`src/rtl/ppg_sampler_pkg.sv`:
```
// ppg_pkg: shared types and helpers for the PPG acquisition front end.
// Used by ppg_sampler and, when PPG_SAMPLER_DC_REMOVE_EN is defined, ppg_dc_filter.
package ppg_pkg;

    typedef enum logic [2:0] {
        IDLE,
        WAIT_TICK,
        START,
        WAIT_DONE,
        EMIT
    } state_t;

    // Baseline IIR time constant, as a power-of-two shift.
    localparam int unsigned DC_SHIFT = 6;

    // Number of right-shift bits for the box-car average (OS_LOG2).
    function automatic int unsigned os_log2(input int unsigned os);
        return $clog2(os);
    endfunction

    // Clock cycles between conversion requests (TICK_DIV).
    function automatic int unsigned tick_div(input int unsigned clk_hz,
                                             input int unsigned fs,
                                             input int unsigned os);
        return clk_hz / (fs * os);
    endfunction

    // Adds up to 2 events to the 8-bit overrun counter and pins it at 255.
    function automatic logic [7:0] sat_add8(input logic [7:0] a, input logic [1:0] inc);
        logic [8:0] sum;
        sum = {1'b0, a} + {7'b0, inc};
        return sum[8] ? 8'hFF : sum[7:0];
    endfunction

endpackage

```
`src/rtl/ppg_sampler_dc_filter.sv`:
```
// ppg_dc_filter: first-order baseline tracker that subtracts slow DC drift.
// Only instantiated when PPG_SAMPLER_DC_REMOVE_EN is defined.
module ppg_dc_filter
    import ppg_pkg::*;
#(
    parameter int WIDTH = 10
) (
    input  logic                    clk,
    input  logic                    reset,
    input  logic                    clr,
    input  logic                    step,
    input  logic signed [WIDTH-1:0] x_in,
    output logic signed [WIDTH-1:0] y_out
);

    localparam int BW = WIDTH + DC_SHIFT;
    localparam logic signed [BW:0] Y_MAX = (BW+1)'((1 << (WIDTH - 1)) - 1);
    localparam logic signed [BW:0] Y_MIN = ~Y_MAX;

    logic signed [BW-1:0] base_q;
    logic signed [BW-1:0] base_d;
    logic signed [BW-1:0] base_shr;
    logic signed [BW:0]   x_w;
    logic signed [BW:0]   sh_w;
    logic signed [BW:0]   y_w;

    // Output uses the baseline from before this step; clamp to sample range.
    always_comb begin
        base_shr = base_q >>> DC_SHIFT;
        x_w      = {{(DC_SHIFT + 1){x_in[WIDTH-1]}}, x_in};
        sh_w     = {base_shr[BW-1], base_shr};
        y_w      = x_w - sh_w;
        base_d   = BW'({base_q[BW-1], base_q} + x_w - sh_w);
        if (y_w > Y_MAX)      y_out = Y_MAX[WIDTH-1:0];
        else if (y_w < Y_MIN) y_out = Y_MIN[WIDTH-1:0];
        else                  y_out = y_w[WIDTH-1:0];
    end

    // Baseline register: advances once per emitted (or dropped) sample.
    always_ff @(posedge clk or posedge reset) begin
        if (reset)     base_q <= '0;
        else if (clr)  base_q <= '0;
        else if (step) base_q <= base_d;
    end

endmodule

```
`src/rtl/ppg_sampler.sv`:
```
// ppg_sampler: paces an ADC, box-car averages OVERSAMPLE conversions and
// writes signed samples into the PPG FIFO. Optional DC removal is enabled
// by defining PPG_SAMPLER_DC_REMOVE_EN.
module ppg_sampler
    import ppg_pkg::*;
#(
    parameter int PPG_WIDTH   = 10,
    parameter int ADC_WIDTH   = 12,
    parameter int CLK_FREQ_HZ = 10_000_000,
    parameter int FS          = 25,
    parameter int OVERSAMPLE  = 4,
    parameter int ADC_TIMEOUT = 1000
) (
    input  logic                        clk,
    input  logic                        reset,
    input  logic                        en,
    output logic                        adc_start,
    input  logic                        adc_done,
    input  logic [ADC_WIDTH-1:0]        adc_data,
    input  logic                        fifo_full,
    output logic                        sample_wr,
    output logic signed [PPG_WIDTH-1:0] sample_out,
    output logic [7:0]                  overrun_cnt,
    output logic                        adc_timeout
);

    localparam int unsigned TICK_DIV = tick_div(CLK_FREQ_HZ, FS, OVERSAMPLE);
    localparam int unsigned OS_LOG2  = os_log2(OVERSAMPLE);
    localparam int unsigned ACC_W    = ADC_WIDTH + OS_LOG2;
    localparam int unsigned TICK_W   = (TICK_DIV > 1) ? $clog2(TICK_DIV) : 1;
    localparam int unsigned CONV_W   = (OS_LOG2 > 0) ? OS_LOG2 : 1;
    localparam int unsigned TO_W     = (ADC_TIMEOUT > 1) ? $clog2(ADC_TIMEOUT) : 1;

    state_t                       state_q;
    logic [TICK_W-1:0]            tick_cnt_q;
    logic                         pend_q;
    logic [ACC_W-1:0]             acc_q;
    logic [CONV_W-1:0]            conv_q;
    logic [TO_W-1:0]              to_q;
    logic                         adc_start_q;
    logic                         sample_wr_q;
    logic signed [PPG_WIDTH-1:0]  sample_out_q;
    logic [7:0]                   overrun_q;
    logic                         timeout_q;

    logic                         tick;
    logic                         enter_start;
    logic                         lost_tick;
    logic                         emit_drop;
    logic [1:0]                   ovr_inc;
    logic [PPG_WIDTH-1:0]         top;
    logic signed [PPG_WIDTH-1:0]  x_s;
    logic signed [PPG_WIDTH-1:0]  y_s;

    assign tick        = en && (tick_cnt_q == TICK_W'(TICK_DIV - 1));
    assign enter_start = en && (state_q == WAIT_TICK) && pend_q;
    // The clear on START entry wins over a still-set flag, so a tick landing
    // in that same cycle re-arms the flag instead of being counted as lost.
    assign lost_tick   = tick && pend_q && !enter_start;
    assign emit_drop   = en && (state_q == EMIT) && fifo_full;
    assign ovr_inc     = {1'b0, emit_drop} + {1'b0, lost_tick};

    // Average = acc >> OS_LOG2, then keep the top PPG_WIDTH bits in one shift.
    assign top = PPG_WIDTH'(acc_q >> (OS_LOG2 + ADC_WIDTH - PPG_WIDTH));
    assign x_s = {~top[PPG_WIDTH-1], top[PPG_WIDTH-2:0]};

`ifdef PPG_SAMPLER_DC_REMOVE_EN
    ppg_dc_filter #(
        .WIDTH (PPG_WIDTH)
    ) u_dc_filter (
        .clk   (clk),
        .reset (reset),
        .clr   (!en),
        .step  (en && (state_q == EMIT)),
        .x_in  (x_s),
        .y_out (y_s)
    );
`else
    assign y_s = x_s;
`endif

    // Conversion pacing divider; runs only while enabled.
    always_ff @(posedge clk or posedge reset) begin
        if (reset)              tick_cnt_q <= '0;
        else if (!en || tick)   tick_cnt_q <= '0;
        else                    tick_cnt_q <= tick_cnt_q + 1'b1;
    end

    // One-deep tick pending flag.
    always_ff @(posedge clk or posedge reset) begin
        if (reset)    pend_q <= 1'b0;
        else if (!en) pend_q <= 1'b0;
        else          pend_q <= (pend_q && !enter_start) || tick;
    end

    // Dropped-sample / lost-tick counter, saturating at 255.
    always_ff @(posedge clk or posedge reset) begin
        if (reset) overrun_q <= '0;
        else       overrun_q <= sat_add8(overrun_q, ovr_inc);
    end

    // Acquisition FSM with registered strobes and sample output.
    always_ff @(posedge clk or posedge reset) begin
        if (reset) begin
            state_q      <= IDLE;
            acc_q        <= '0;
            conv_q       <= '0;
            to_q         <= '0;
            adc_start_q  <= 1'b0;
            sample_wr_q  <= 1'b0;
            sample_out_q <= '0;
            timeout_q    <= 1'b0;
        end else begin
            adc_start_q <= 1'b0;
            sample_wr_q <= 1'b0;
            if (!en) begin
                state_q <= IDLE;
                acc_q   <= '0;
                conv_q  <= '0;
                to_q    <= '0;
            end else begin
                case (state_q)
                    IDLE: state_q <= WAIT_TICK;
                    WAIT_TICK: begin
                        if (pend_q) begin
                            state_q     <= START;
                            adc_start_q <= 1'b1;
                        end
                    end
                    START: begin
                        state_q <= WAIT_DONE;
                        to_q    <= '0;
                    end
                    WAIT_DONE: begin
                        if (adc_done) begin
                            acc_q <= acc_q + ACC_W'(adc_data);
                            to_q  <= '0;
                            if (conv_q == CONV_W'(OVERSAMPLE - 1)) begin
                                conv_q  <= '0;
                                state_q <= EMIT;
                            end else begin
                                conv_q  <= conv_q + 1'b1;
                                state_q <= WAIT_TICK;
                            end
                        end else if (to_q == TO_W'(ADC_TIMEOUT - 1)) begin
                            timeout_q <= 1'b1;
                            acc_q     <= '0;
                            conv_q    <= '0;
                            to_q      <= '0;
                            state_q   <= WAIT_TICK;
                        end else begin
                            to_q <= to_q + 1'b1;
                        end
                    end
                    EMIT: begin
                        if (!fifo_full) begin
                            sample_wr_q  <= 1'b1;
                            sample_out_q <= y_s;
                        end
                        acc_q   <= '0;
                        state_q <= WAIT_TICK;
                    end
                    default: state_q <= IDLE;
                endcase
            end
        end
    end

    assign adc_start   = adc_start_q;
    assign sample_wr   = sample_wr_q;
    assign sample_out  = sample_out_q;
    assign overrun_cnt = overrun_q;
    assign adc_timeout = timeout_q;

endmodule

```
`config.mk`:
```
export PLATFORM = sky130hd
export DESIGN_NAME = ppg_sampler
export DESIGN_NICKNAME = d
export VERILOG_FILES = /design/src/rtl/ppg_sampler_pkg.sv /design/src/rtl/ppg_sampler_dc_filter.sv /design/src/rtl/ppg_sampler.sv
export SDC_FILE = /design/constraint.sdc
export NUM_CORES = 1
export LEC_CHECK = 0
export CORE_ASPECT_RATIO = 0.5
export CORE_MARGIN = 8
export CORE_UTILIZATION = 32
export DETAILED_ROUTE_END_ITERATION = 6
export GPL_ROUTABILITY_DRIVEN = 0
export SYNTH_ARGS = -nofsm -noshare
export SYNTH_HDL_FRONTEND = slang
export SYNTH_HIERARCHICAL = 1
export SYNTH_SLANG_ARGS = --single-unit
```
`constraint.sdc`:
```
create_clock -name clk -period 2 [get_ports clk]
set_input_delay 0.2 -clock clk [delete_from_list [all_inputs] [get_ports clk]]
set_output_delay 0.2 -clock clk [all_outputs]
set_load 0.01 [all_outputs]
```
After elaboration in Yosys (flattened, before gate mapping)
Cells that the tools add are included.

storage, ports and cells
  register bits after elaboration = 68
  output and inout bits = 21

cells by class
  add/sub/neg operators = 6
  equality and inequality tests = 13
  muxes and demuxes = 28
  bitwise operators = 3
  reductions and logical operators = 19

operator list
  operator                 number
  $mux W14                 3
  $mux W10                 3
  $pmux W14 S2             1
  $pmux W10 S2             1
  $add A17 B1 Y17 const B  1
  $eq A17 B17 Y1 const B   1
  $mux W17                 1
  $mux W3                  5
  $add A14 B12 Y14         1
  $pmux W3 S4              1
  $add A10 B1 Y10 const B  1
  $eq A10 B10 Y1 const B   1
  $mux W2                  5
  $add A8 B2 Y9            1
  $ne A3 B1 Y1 const B     3
  $logic_and A1 B1 Y1      8
  $mux W8                  1
  $mux W1                  7
  $eq A3 B2 Y1 const B     2
  $reduce_and A2 Y1        3
  $ne A4 B4 Y1 const B     1
  $reduce_and A4 Y1        1
  $eq A3 B1 Y1 const B     1
  $eq A3 B3 Y1 const B     1
  11 further kinds         15

Logic depth before layout (Yosys ltp)
Gate-level depths: netlist of the first run.

  word-level depth = 8
  gate-level depth with buffers = 10
  depth with buffers taken out = 10

Least setup slack after synthesis of the first run
No wires, ideal clock.

  path type = reg2reg
  start = register tick_cnt_q[0]
  end = register overrun_q[0], in the netlist overrun_cnt[0]
  library setup time = 0.124 ns
  arrival = 2.147 ns
  setup slack = -0.271 ns
  cell stages (with the launch flop) = 10
  period minus slack after synthesis = 2.271 ns
  cells stage by stage = dfrtp_1 > ha_1 > and3_1 > and3_1 > and3_1 > fa_1 > ha_1 > and3_1 > nand3_1 > nand2b_1

on the way
  cells in the longest elaborated chain, start to end = 7

ends and longest elaborated chain
  item                              RTL line               source
  start, declared                   ppg_sampler.sv:35      logic [TICK_W-1:0] tick_cnt_q;
  start signal, assigned            ppg_sampler.sv:86      else tick_cnt_q <= tick_cnt_q + 1'b1;
  $eq A17 B17 Y1                    ppg_sampler.sv:55      assign tick = en && (tick_cnt_q == TICK_W'(TICK_DIV - 1));
  $logic_and A1 B1 Y1               ppg_sampler.sv:55
  $logic_and A1 B1 Y1 (2 in a row)  ppg_sampler.sv:59      assign lost_tick = tick && pend_q && !enter_start;
  $add A1 B1 Y2                     ppg_sampler.sv:61      assign ovr_inc = {1'b0, emit_drop} + {1'b0, lost_tick};
  $add A8 B2 Y9                     ppg_sampler_pkg.sv:31  sum = {1'b0, a} + {7'b0, inc};
  $mux W8                           ppg_sampler_pkg.sv:32  return sum[8] ? 8'hFF : sum[7:0];
  end signal, assigned              ppg_sampler.sv:99      else overrun_q <= sat_add8(overrun_q, ovr_inc);
  end, declared                     ppg_sampler.sv:43      logic [7:0] overrun_q;

No other way between the ends.
A chain may end at the register's enable or synchronous reset.

Final worst setup path of the first run
  start = register tick_cnt_q[4]
  end = register overrun_q[6], in the netlist overrun_cnt[6]

Same word-level chain as after synthesis.

==> results of run 1 <==
-- power groups by stage --
stage / Combinational, mW / Clock (mW) / Sequential, mW
3_5_place_dp: 0.305 / 0 / 1.43
3_3_place_gp: 0.304 / 0 / 1.43
6_report: 0.319 / 1.73 / 1.41
4_1_cts: 0.308 / 1.76 / 1.41
2_1_floorplan: 0.164 / 0 / 1.43
5_1_grt: 0.353 / 1.81 / 1.41
-- worst min-delay path, cell delays in order --
cell	delay [ps]
clkdlybuf4s50_1	410
inv_2	70
buf_12	320
-- layer usage --
metal	up-vias	part of all wire, %	track usage (%)
met2	36	45	17.18
li1	1455	-	-
met1	1376	50	13.74
met5	-	0	0
met3	6	3.1	3.109
met4	0	1.1	4.132
-- cell families after synthesis --
family,count (synthesis),synth area share [%]
buffers and inverters,21,2.774
adders and majority gates,18,6.657
xor gates and xnor gates,35,8.495
AOI/OAI and AO/OA,62,11.24
muxes,10,3.121
and+or+nand+nor,142,20.56
DFF,68,47.16
-- placed cells by master, fill, tap and decap left out, types with 5 or more instances in the layout --
master           count
dfrtp_1             68
buf_4               63
clkdlybuf4s50_1     37
nor2_1              33
nand2_1             26
nand3_1             20
xor2_1              19
xnor2_1             15
ha_1                12
o21ai_1             11
mux2_2              10
a21oi_1             10
o21ai_0              9
clkbuf_16            9
inv_1                8
nand2b_1             8
a21o_1               8
and3_1               8
and2_1               7
nor2b_1              7
and3_4               6
nor3_1               5
-- registers in the layout (all words and copies together), names as in the netlist --
register / flops
overrun_cnt: 8
adc_timeout: 1
acc_q: 14
conv_q: 2
pend_q: 1
adc_start: 1
state_q: 3
tick_cnt_q: 17
sample_wr: 1
to_q: 10
sample_out: 10
-- metrics by stage --
stage | power, mW | instance area (um^2) | TNS, ps
4_1_cts | 3.478 | 4986 | -1070
3_5_place_dp | 1.739 | 4632 | -3025
6_report | 3.457 | 5091 | -861.6
5_1_grt | 3.580 | 5091 | -1590
3_3_place_gp | 1.738 | 4632 | -2521
2_1_floorplan | 1.596 | 3656 | -358.7
-- what timing repair did --
item | in CTS | in global routing
setup buffers | 2 | 2
endpoints found under the setup margin | 11 | 14
hold buffers | 0 | 0
resized for setup | 5 | 18
pin swaps | 6 | 12
-- final cells by class --
class / instances / area, um^2 / area share, %
clock buffer: 10 / 239.0 / 4.694
inverter: 11 / 41.29 / 0.8110
tap: 145 / 181.4 / 3.564
multi-input combinational: 267 / 1957 / 38.44
timing repair buffer: 102 / 883.3 / 17.35
clock inverter: 6 / 87.58 / 1.720
sequential: 68 / 1702 / 33.42
-- worst paths after layout --
check,start,slack [ps],depth (start not counted),to
setup reg to reg,tick_cnt_q[4]$_DFF_PP0_,-130,9,overrun_cnt[6]$_DFF_PP0_
setup / recovery,tick_cnt_q[4]$_DFF_PP0_,-130,9,overrun_cnt[6]$_DFF_PP0_
hold reg to reg,adc_timeout$_DFFE_PP0P_,460,1,adc_timeout$_DFFE_PP0P_
hold / removal,reset,270,3,sample_out[7]$_DFFE_PP0P_
min in group clk,adc_timeout$_DFFE_PP0P_,460,1,adc_timeout$_DFFE_PP0P_
max in group asynchronous,reset,1450,3,state_q[2]$_DFFE_PP0P_
==> flow_summary.json, run 1 <==
{
  "timing.final.crit_share_pct": 106.3,
  "start_util_pct": 32.87,
  "layout_setup_ws_ps": -125.3,
  "clk_latency_ps": 330,
  "grt_pass1_wl_um": 13450,
  "cts_buffer_depth": 2,
  "synthArstFlopShare_pct": 100.0,
  "die-width_um": 166.2,
  "grt_setup_unrepaired": "yes",
  "utilization_pct": 46.37,
  "ios": 38,
  "place_ws_ps": -387.7,
  "power.density_nw_per_um2": 679.0,
  "power.internal_mw": 2.679,
  "slew_viol_final": 0,
  "fin_cells": 609,
  "synth_top_area_share_pct": 47.16,
  "die_area_um2": 15140,
  "cts_sinks": 68,
  "end_kind": "flop",
  "cts_tree": "done",
  "crit_chain": "and3_4 -> and3_4 -> and3_4 -> and3_4 -> fa_2 -> ha_4 -> and3_4 -> nor2b_1 -> a21oi_1",
  "synth_warnings": 6,
  "worst_pin_slew_ps": 428.2,
  "syn-cell-area_um2": 3608,
  "critPathKind": "reg2reg",
  "max_cap_violations": 0,
  "n_fill_cell": 980,
  "die_y_um": 91.09,
  "critPathMaxFanout": 4,
  "drive_above_1_share_pct": 27.16,
  "ys_ff_latch": 68,
  "whs_ps": 265.2,
  "critPathLaunchType": "flop",
  "p_comb_share_pct": 9.2,
  "skew_ps": 5.284,
  "p_leak_nw": 2.422,
  "syn-num-nets": 391,
  "synthToLayoutAreaGrowth_pct": 41.09,
  "grt_max_degree": 69,
  "swShare_pct": 22.49,
  "vias_per_cell": 4.718,
  "cp.required_ps": 2260,
  "dr.pass1.iters": 6,
  "synth-edff-count": 0,
  "cts_max_level": 3,
  "n_antenna_cell": 0,
  "clk_pin_slew_ps": 60,
  "yosysSeqAreaShare_pct": 47.16,
  "crit_top_cell": "and3_4",
  "crit_path_max_incr_delay_ps": 380,
  "cts-buffers-inserted": 9,
  "synth.avg_cell_area_um2": 10.14,
  "power.switching_uw": 777.3,
  "slew_headroom_pct": 71.35,
  "status": "finished, violations left",
  "timing.fmax_mhz": 470.5,
  "critPathBufInv": 0,
  "vias": 2873,
  "dp.cells": 589,
  "grtUsageTotal_pct": 10.79,
  "cp_top_family": "simple AND/OR/NAND/NOR gates",
  "post-route-min-period_ps": 2125,
  "wl_per_cell_um": 13.18,
  "synth.most_common_cell": "dfrtp_1",
  "finalSetupViolations": 9,
  "clkPwrFrac_pct": 50.0,
  "critical-path-slowest-cell": "dfrtp_1",
  "postRouteAntennaNets": 0,
  "wl_um": 8029,
  "antenna_found_initial": 0,
  "drt_drc_violations_left": 0,
  "crit_arrival_ps": 2380,
  "synth_area_leaders": "dfrtp_1 (47%), ha_1 (5.5%), xor2_1 (4.6%)",
  "hold_violations": 0,
  "grt_pass1_vias": 2820,
  "coreArea_um2": 10980,
  "yosys-top-cells-count": "dfrtp_1 (68), nor2_1 (34), nand2_1 (29)",
  "dp_hpwl_um": 5769,
  "synth_cell_types": 50,
  "peakVddDrop_v": 0.0003238,
  "num_rows": 27,
  "synth_top_cell_by_area": "dfrtp_1",
  "cts-root-buf": "clkbuf_16",
  "violations": "setup timing",
  "port_buffers": 37,
  "synth_ff_type": "dfrtp_1",
  "first_iter_violations": 130,
  "grt_overflow": 0,
  "hp-class": "in2async",
  "synthCells": 356,
  "final_nets": 494,
  "p_seq_share_pct": 40.8
}
No activity file was read; power rests on OpenSTA's default activity.
==> run 2, diff against run 1 <==
CTS_BUF_LIST = sky130_fd_sc_hd__clkbuf_4   (was not set)
==> flow_summary.json, run 2 (synthesis gave the netlist of run 1 again) <==
{
  "final_common_cell": "dfrtp_1",
  "start_util_pct": 32.87,
  "critPathKind": "reg2reg",
  "cp-startpoint": "tick_cnt_q[4]$_DFF_PP0_",
  "clk_latency_ps": 440,
  "coreArea_um2": 10980,
  "crit_arrival_ps": 2510,
  "first_iter_violations": 129,
  "port_buffers": 37,
  "drive_above_1_share_pct": 26.88,
  "swShare_pct": 25.22,
  "vias_per_cell": 4.715,
  "ios": 38,
  "r2r-start": "tick_cnt_q[4]$_DFF_PP0_",
  "fin_cells": 611,
  "rrSetupSlack_ps": -140,
  "die-width_um": 166.2,
  "antenna_found_initial": 1,
  "grtUsageTotal_pct": 10.98,
  "synthToLayoutAreaGrowth_pct": 36.65,
  "wl_per_cell_um": 13.11,
  "regArea_um2": 1702,
  "status": "finished, violations left",
  "slew_viol_final": 0,
  "postRouteAntennaNets": 0,
  "n_fill_cell": 1000,
  "die_y_um": 91.09,
  "post-route-min-period_ps": 2143,
  "clk_pin_slew_ps": 120,
  "grt_overflow": 0,
  "timing.fmax_mhz": 466.7,
  "num_rows": 27,
  "hold_violations": 0,
  "p_seq_share_pct": 51.3,
  "largest_reg_flops": 17,
  "cts-root-buf": "clkbuf_4",
  "finalSetupViolations": 9,
  "worst_pin_slew_ps": 424.9,
  "critPathMaxFanout": 4,
  "drt_drc_violations_left": 0,
  "top_register": "tick_cnt_q",
  "cts_sinks": 68,
  "dp_hpwl_um": 5769,
  "vias": 2881,
  "cts_tree": "done",
  "timing.final.crit_share_pct": 107.1,
  "grt_max_degree": 69,
  "slew_headroom_pct": 71.57,
  "max_cap_violations": 0,
  "grt_setup_unrepaired": "yes",
  "cp.required_ps": 2360,
  "whs_ps": 142.9,
  "layout_common_cells": "dfrtp_1 (68), buf_4 (64), clkdlybuf4s50_1 (37)",
  "critPathLaunchType": "flop",
  "hp-class": "in2async",
  "skew_ps": 15.13,
  "place_ws_ps": -387.7,
  "dp.cells": 589,
  "cts-buffers-inserted": 9,
  "cts_max_level": 3,
  "dr.pass1.iters": 4,
  "die_area_um2": 15140,
  "violations": "setup timing",
  "grt_pass1_wl_um": 13550,
  "peakVddDrop_v": 0.0002469,
  "clkPwrFrac_pct": 37.1,
  "cts_buffer_depth": 2,
  "power.density_nw_per_um2": 557.3,
  "final_nets": 495,
  "end_kind": "flop",
  "multiInputGateArea_um2": 1954,
  "reg_top3": "tick_cnt_q x17, acc_q x14",
  "power.internal_mw": 2.055,
  "wl_um": 8010,
  "p_comb_share_pct": 11.6,
  "grt_pass1_vias": 2827,
  "power.switching_uw": 693.0,
  "p_leak_nw": 2.353,
  "layout_setup_ws_ps": -142.9
}
==> run 2: final timing paths <==
| kind | end | depth (start not counted) |
|---|---|---|
| worst max register to register | overrun_cnt[6]$_DFF_PP0_ | 9 |
| max in group asynchronous | state_q[2]$_DFFE_PP0P_ | 3 |
| worst max-delay path | overrun_cnt[6]$_DFF_PP0_ | 9 |
| min in group clk | adc_timeout$_DFFE_PP0P_ | 1 |
| worst min-delay path | sample_out[7]$_DFFE_PP0P_ | 3 |
| worst min register to register | adc_timeout$_DFFE_PP0P_ | 1 |
==> run 2: final cells by class <==
cell class | count | share of cell area, %
antenna | 1 | 0.05075
inverter | 11 | 0.8374
clock buffer | 9 | 1.370
multi-input combinational | 267 | 39.63
sequential | 68 | 34.51
tap | 145 | 3.679
timing repair buffer | 103 | 18.07
clock inverter | 7 | 1.852
==> run 2: power by group through the flow <==
stage	combinational [mW]	clock, mW	sequential, mW
after global routing	0.354	1.10	1.41
after floorplan	0.164	0	1.43
after global placement	0.304	0	1.43
after CTS	0.313	1.06	1.41
final	0.319	1.02	1.41
after detailed placement	0.305	0	1.43
==> run 2: per-layer routing <==
layer | part of all wire, % | GRT usage (%) | wire, um
met5 | 0 | 0 | 0
met4 | 1.8 | 5.409 | 141
met3 | 2.7 | 3.152 | 215
met2 | 46 | 16.97 | 3659
met1 | 50 | 13.98 | 3994
==> run 2: stage by stage <==
step | cell area (um^2) | setup TNS, ps | power, mW | utilization, %
6_report | 4931 | -970.0 | 2.748 | 44.91
5_1_grt | 4931 | -1720 | 2.870 | 44.91
4_1_cts | 4836 | -1167 | 2.784 | 44.05
3_5_place_dp | 4632 | -3025 | 1.739 | 42.19
3_3_place_gp | 4632 | -2521 | 1.738 | 42.19
2_1_floorplan | 3656 | -358.7 | 1.596 | -
==> run 2: timing repair <==
item	in CTS	in global routing
hold buffers	0	0
pin swaps	6	10
setup endpoints to repair	12	14
resized for setup	7	15
gates cloned	0	0
buffers inserted	2	3
==> run 2: critical path, stage by stage (launching register included) <==
cell	delay, ps
dfrtp_1	400
and3_4	190
and3_4	180
and3_4	170
and3_4	170
fa_2	370
ha_4	190
and3_4	180
nor2b_1	130
a21oi_1	120
==> run 3, diff against run 2 <==
CTS_BUF_LIST = sky130_fd_sc_hd__clkbuf_4 sky130_fd_sc_hd__clkbuf_8   (was sky130_fd_sc_hd__clkbuf_4)
SKIP_CTS_REPAIR_TIMING = 1   (was not set)
SYNTH_HIERARCHICAL = not set   (was 1)
==> flow_summary.json, run 3 <==
{
  "status": "finished, violations left",
  "violations": "setup timing",
  "peakVddDrop_v": 0.0002462,
  "critPathMaxFanout": 4,
  "max_cap_violations": 0,
  "n_fill_cell": 991,
  "clk_pin_slew_ps": 80,
  "regArea_um2": 1702,
  "synth-xor-area-share_pct": 8.495,
  "timing.fmax_mhz": 469.3,
  "p_leak_nw": 2.380,
  "rrSetupSlack_ps": -130,
  "port_buffers": 37,
  "yosys.area_share.simple_pct": 20.56,
  "clkPwrFrac_pct": 42.5,
  "yosysSeqAreaShare_pct": 47.16,
  "cp.required_ps": 2280,
  "ys_ff_latch": 68,
  "p_seq_share_pct": 46.8,
  "r2r-start": "tick_cnt_q[4]$_DFF_PP0_",
  "synthToLayoutAreaGrowth_pct": 38.21,
  "final_common_cell": "dfrtp_1",
  "cp-startpoint": "tick_cnt_q[4]$_DFF_PP0_",
  "synth_top_family_by_area": "simple AND/OR/NAND/NOR gates",
  "synth_warnings": 0,
  "cts_tree": "done",
  "drt_drc_violations_left": 0,
  "dp.cells": 589,
  "fin_cells": 608,
  "power.density_nw_per_um2": 603.2,
  "place_ws_ps": -387.7,
  "synth_ff_type": "dfrtp_1",
  "postRouteAntennaNets": 0,
  "worst_pin_slew_ps": 427.0,
  "dr.pass1.iters": 6,
  "hold_violations": 0,
  "clk_latency_ps": 350,
  "syn-num-nets": 391,
  "layout_setup_ws_ps": -130.6,
  "critPathKind": "reg2reg",
  "die-width_um": 166.2,
  "ios": 38,
  "power.switching_uw": 719.5,
  "slew_viol_final": 0,
  "grt_pass1_wl_um": 13280,
  "synth_top_cell_by_area": "dfrtp_1",
  "synth_fa_ha_area_share_pct": 6.657,
  "cp_top_family": "simple AND/OR/NAND/NOR gates",
  "grt_overflow": 0,
  "vias_per_cell": 4.730,
  "timing.rr.end": "overrun_cnt[6]$_DFF_PP0_",
  "slew_headroom_pct": 71.43,
  "num_rows": 27,
  "final_nets": 493,
  "cts-buffers-inserted": 9,
  "top_register": "tick_cnt_q",
  "finalSetupViolations": 9,
  "cts_buffer_depth": 2,
  "die_y_um": 91.09,
  "reg_top3": "tick_cnt_q x17, acc_q x14",
  "synth-edff-count": 0,
  "crit_arrival_ps": 2410,
  "start_util_pct": 32.87,
  "dp_hpwl_um": 5769,
  "multiInputGateArea_um2": 1962,
  "timing.final.crit_share_pct": 106.5,
  "cts-root-buf": "clkbuf_8",
  "r2r_cells": 9,
  "grt_pass1_vias": 2826,
  "p_comb_share_pct": 10.7,
  "wl_per_cell_um": 13.20,
  "synth_cell_types": 50,
  "grtUsageTotal_pct": 10.67,
  "wl_um": 8024,
  "synth_area_leaders": "dfrtp_1 (47%), ha_1 (5.5%), xor2_1 (4.6%)",
  "n_antenna_cell": 0,
  "synth_compound_area_share_pct": 11.23,
  "skew_ps": 6.783,
  "hp-class": "in2async",
  "crit_chain": "and3_4 -> and3_4 -> and3_4 -> and3_4 -> fa_2 -> ha_4 -> and3_4 -> nor2b_1 -> a21oi_1",
  "coreArea_um2": 10980,
  "drive_above_1_share_pct": 27.21,
  "die_area_um2": 15140,
  "vias": 2876,
  "cts_sinks": 68,
  "synth.most_common_cell": "dfrtp_1",
  "crit_path_max_incr_delay_ps": 390,
  "utilization_pct": 45.42,
  "synth_top_area_share_pct": 47.16,
  "grt_setup_unrepaired": "yes",
  "yosys-top-cells-count": "dfrtp_1 (68), nor2_1 (34), nand2_1 (29)",
  "synthArstFlopShare_pct": 100.0,
  "muxShareOfSynthArea_pct": 3.121,
  "first_iter_violations": 156,
  "power.internal_mw": 2.289,
  "critPathLaunchType": "flop",
  "synthCells": 356,
  "syn-cell-area_um2": 3608,
  "grt_max_degree": 69,
  "critical-path-slowest-cell": "dfrtp_1",
  "layout_common_cells": "dfrtp_1 (68), buf_4 (62), clkdlybuf4s50_1 (37)",
  "antenna_found_initial": 0,
  "total_power_mw": 3.008,
  "post-route-min-period_ps": 2131,
  "end_kind": "flop",
  "synth.avg_cell_area_um2": 10.14,
  "crit_top_cell": "and3_4",
  "cts_max_level": 3,
  "critPathBufInv": 0,
  "largest_reg_flops": 17,
  "swShare_pct": 23.92
}
-- run 3: stage by stage --
step           instance area (um^2)  hold slack, ps  TNS (ps)
6_report                       4987           240.8    -912.3
5_1_grt                        4987           271.1     -1892
4_1_cts                        4857           245.1     -1446
3_5_place_dp                   4632           447.1     -3025
3_3_place_gp                   4632           452.9     -2521
2_1_floorplan                  3656           373.6    -358.7
-- run 3: worst min-delay path: cells and delay by family --
family,cells,cell delay [ps]
buffers and inverters,3,800
-- run 3: worst max-delay path by stage --
stage	end	slack, ps	depth (start not counted)
final	overrun_cnt[6]$_DFF_PP0_	-130	9
after global routing	overrun_cnt[6]$_DFF_PP0_	-230	10
after CTS	overrun_cnt[3]$_DFF_PP0_	-170	10
after detailed placement	acc_q[10]$_DFFE_PP0P_	-390	10
after global placement	acc_q[10]$_DFFE_PP0P_	-330	10
after floorplan	overrun_cnt[6]$_DFF_PP0_	-80	9
-- run 3: layer usage --
metal	routed length, um	global-route usage [%]	vias up
li1	-	-	1448
met1	3991	13.51	1375
met2	3655	16.94	45
met3	268	3.152	8
met4	110	4.282	0
met5	0	0	-
-- run 3: kinds of logic (layout without fill, tap and decap cells) --
| family | count (synthesis) | in the layout |
|---|---|---|
| compound gates | 62 | 62 |
| xor+xnor | 35 | 35 |
| fa+ha+maj | 18 | 18 |
| buf+inv | 21 | 128 |
| flops | 68 | 68 |
| mux | 10 | 10 |
| simple gates | 142 | 142 |
-- run 3: power groups by stage --
stage / logic, mW / clock network (mW) / registers [mW]
2_1_floorplan: 0.164 / 0 / 1.43
3_3_place_gp: 0.304 / 0 / 1.43
4_1_cts: 0.306 / 1.32 / 1.41
3_5_place_dp: 0.305 / 0 / 1.43
6_report: 0.320 / 1.28 / 1.41
5_1_grt: 0.355 / 1.36 / 1.41
-- run 3: final cells by class --
class                           instances  share of cell area (%)
Sequential cell                        68                   34.12
Clock buffer                           10                   2.760
Multi-Input combinational cell        267                   39.34
Clock inverter                          6                   1.756
Tap cell                              145                   3.638
Inverter                               11                  0.8279
Timing Repair Buffer                  101                   17.56
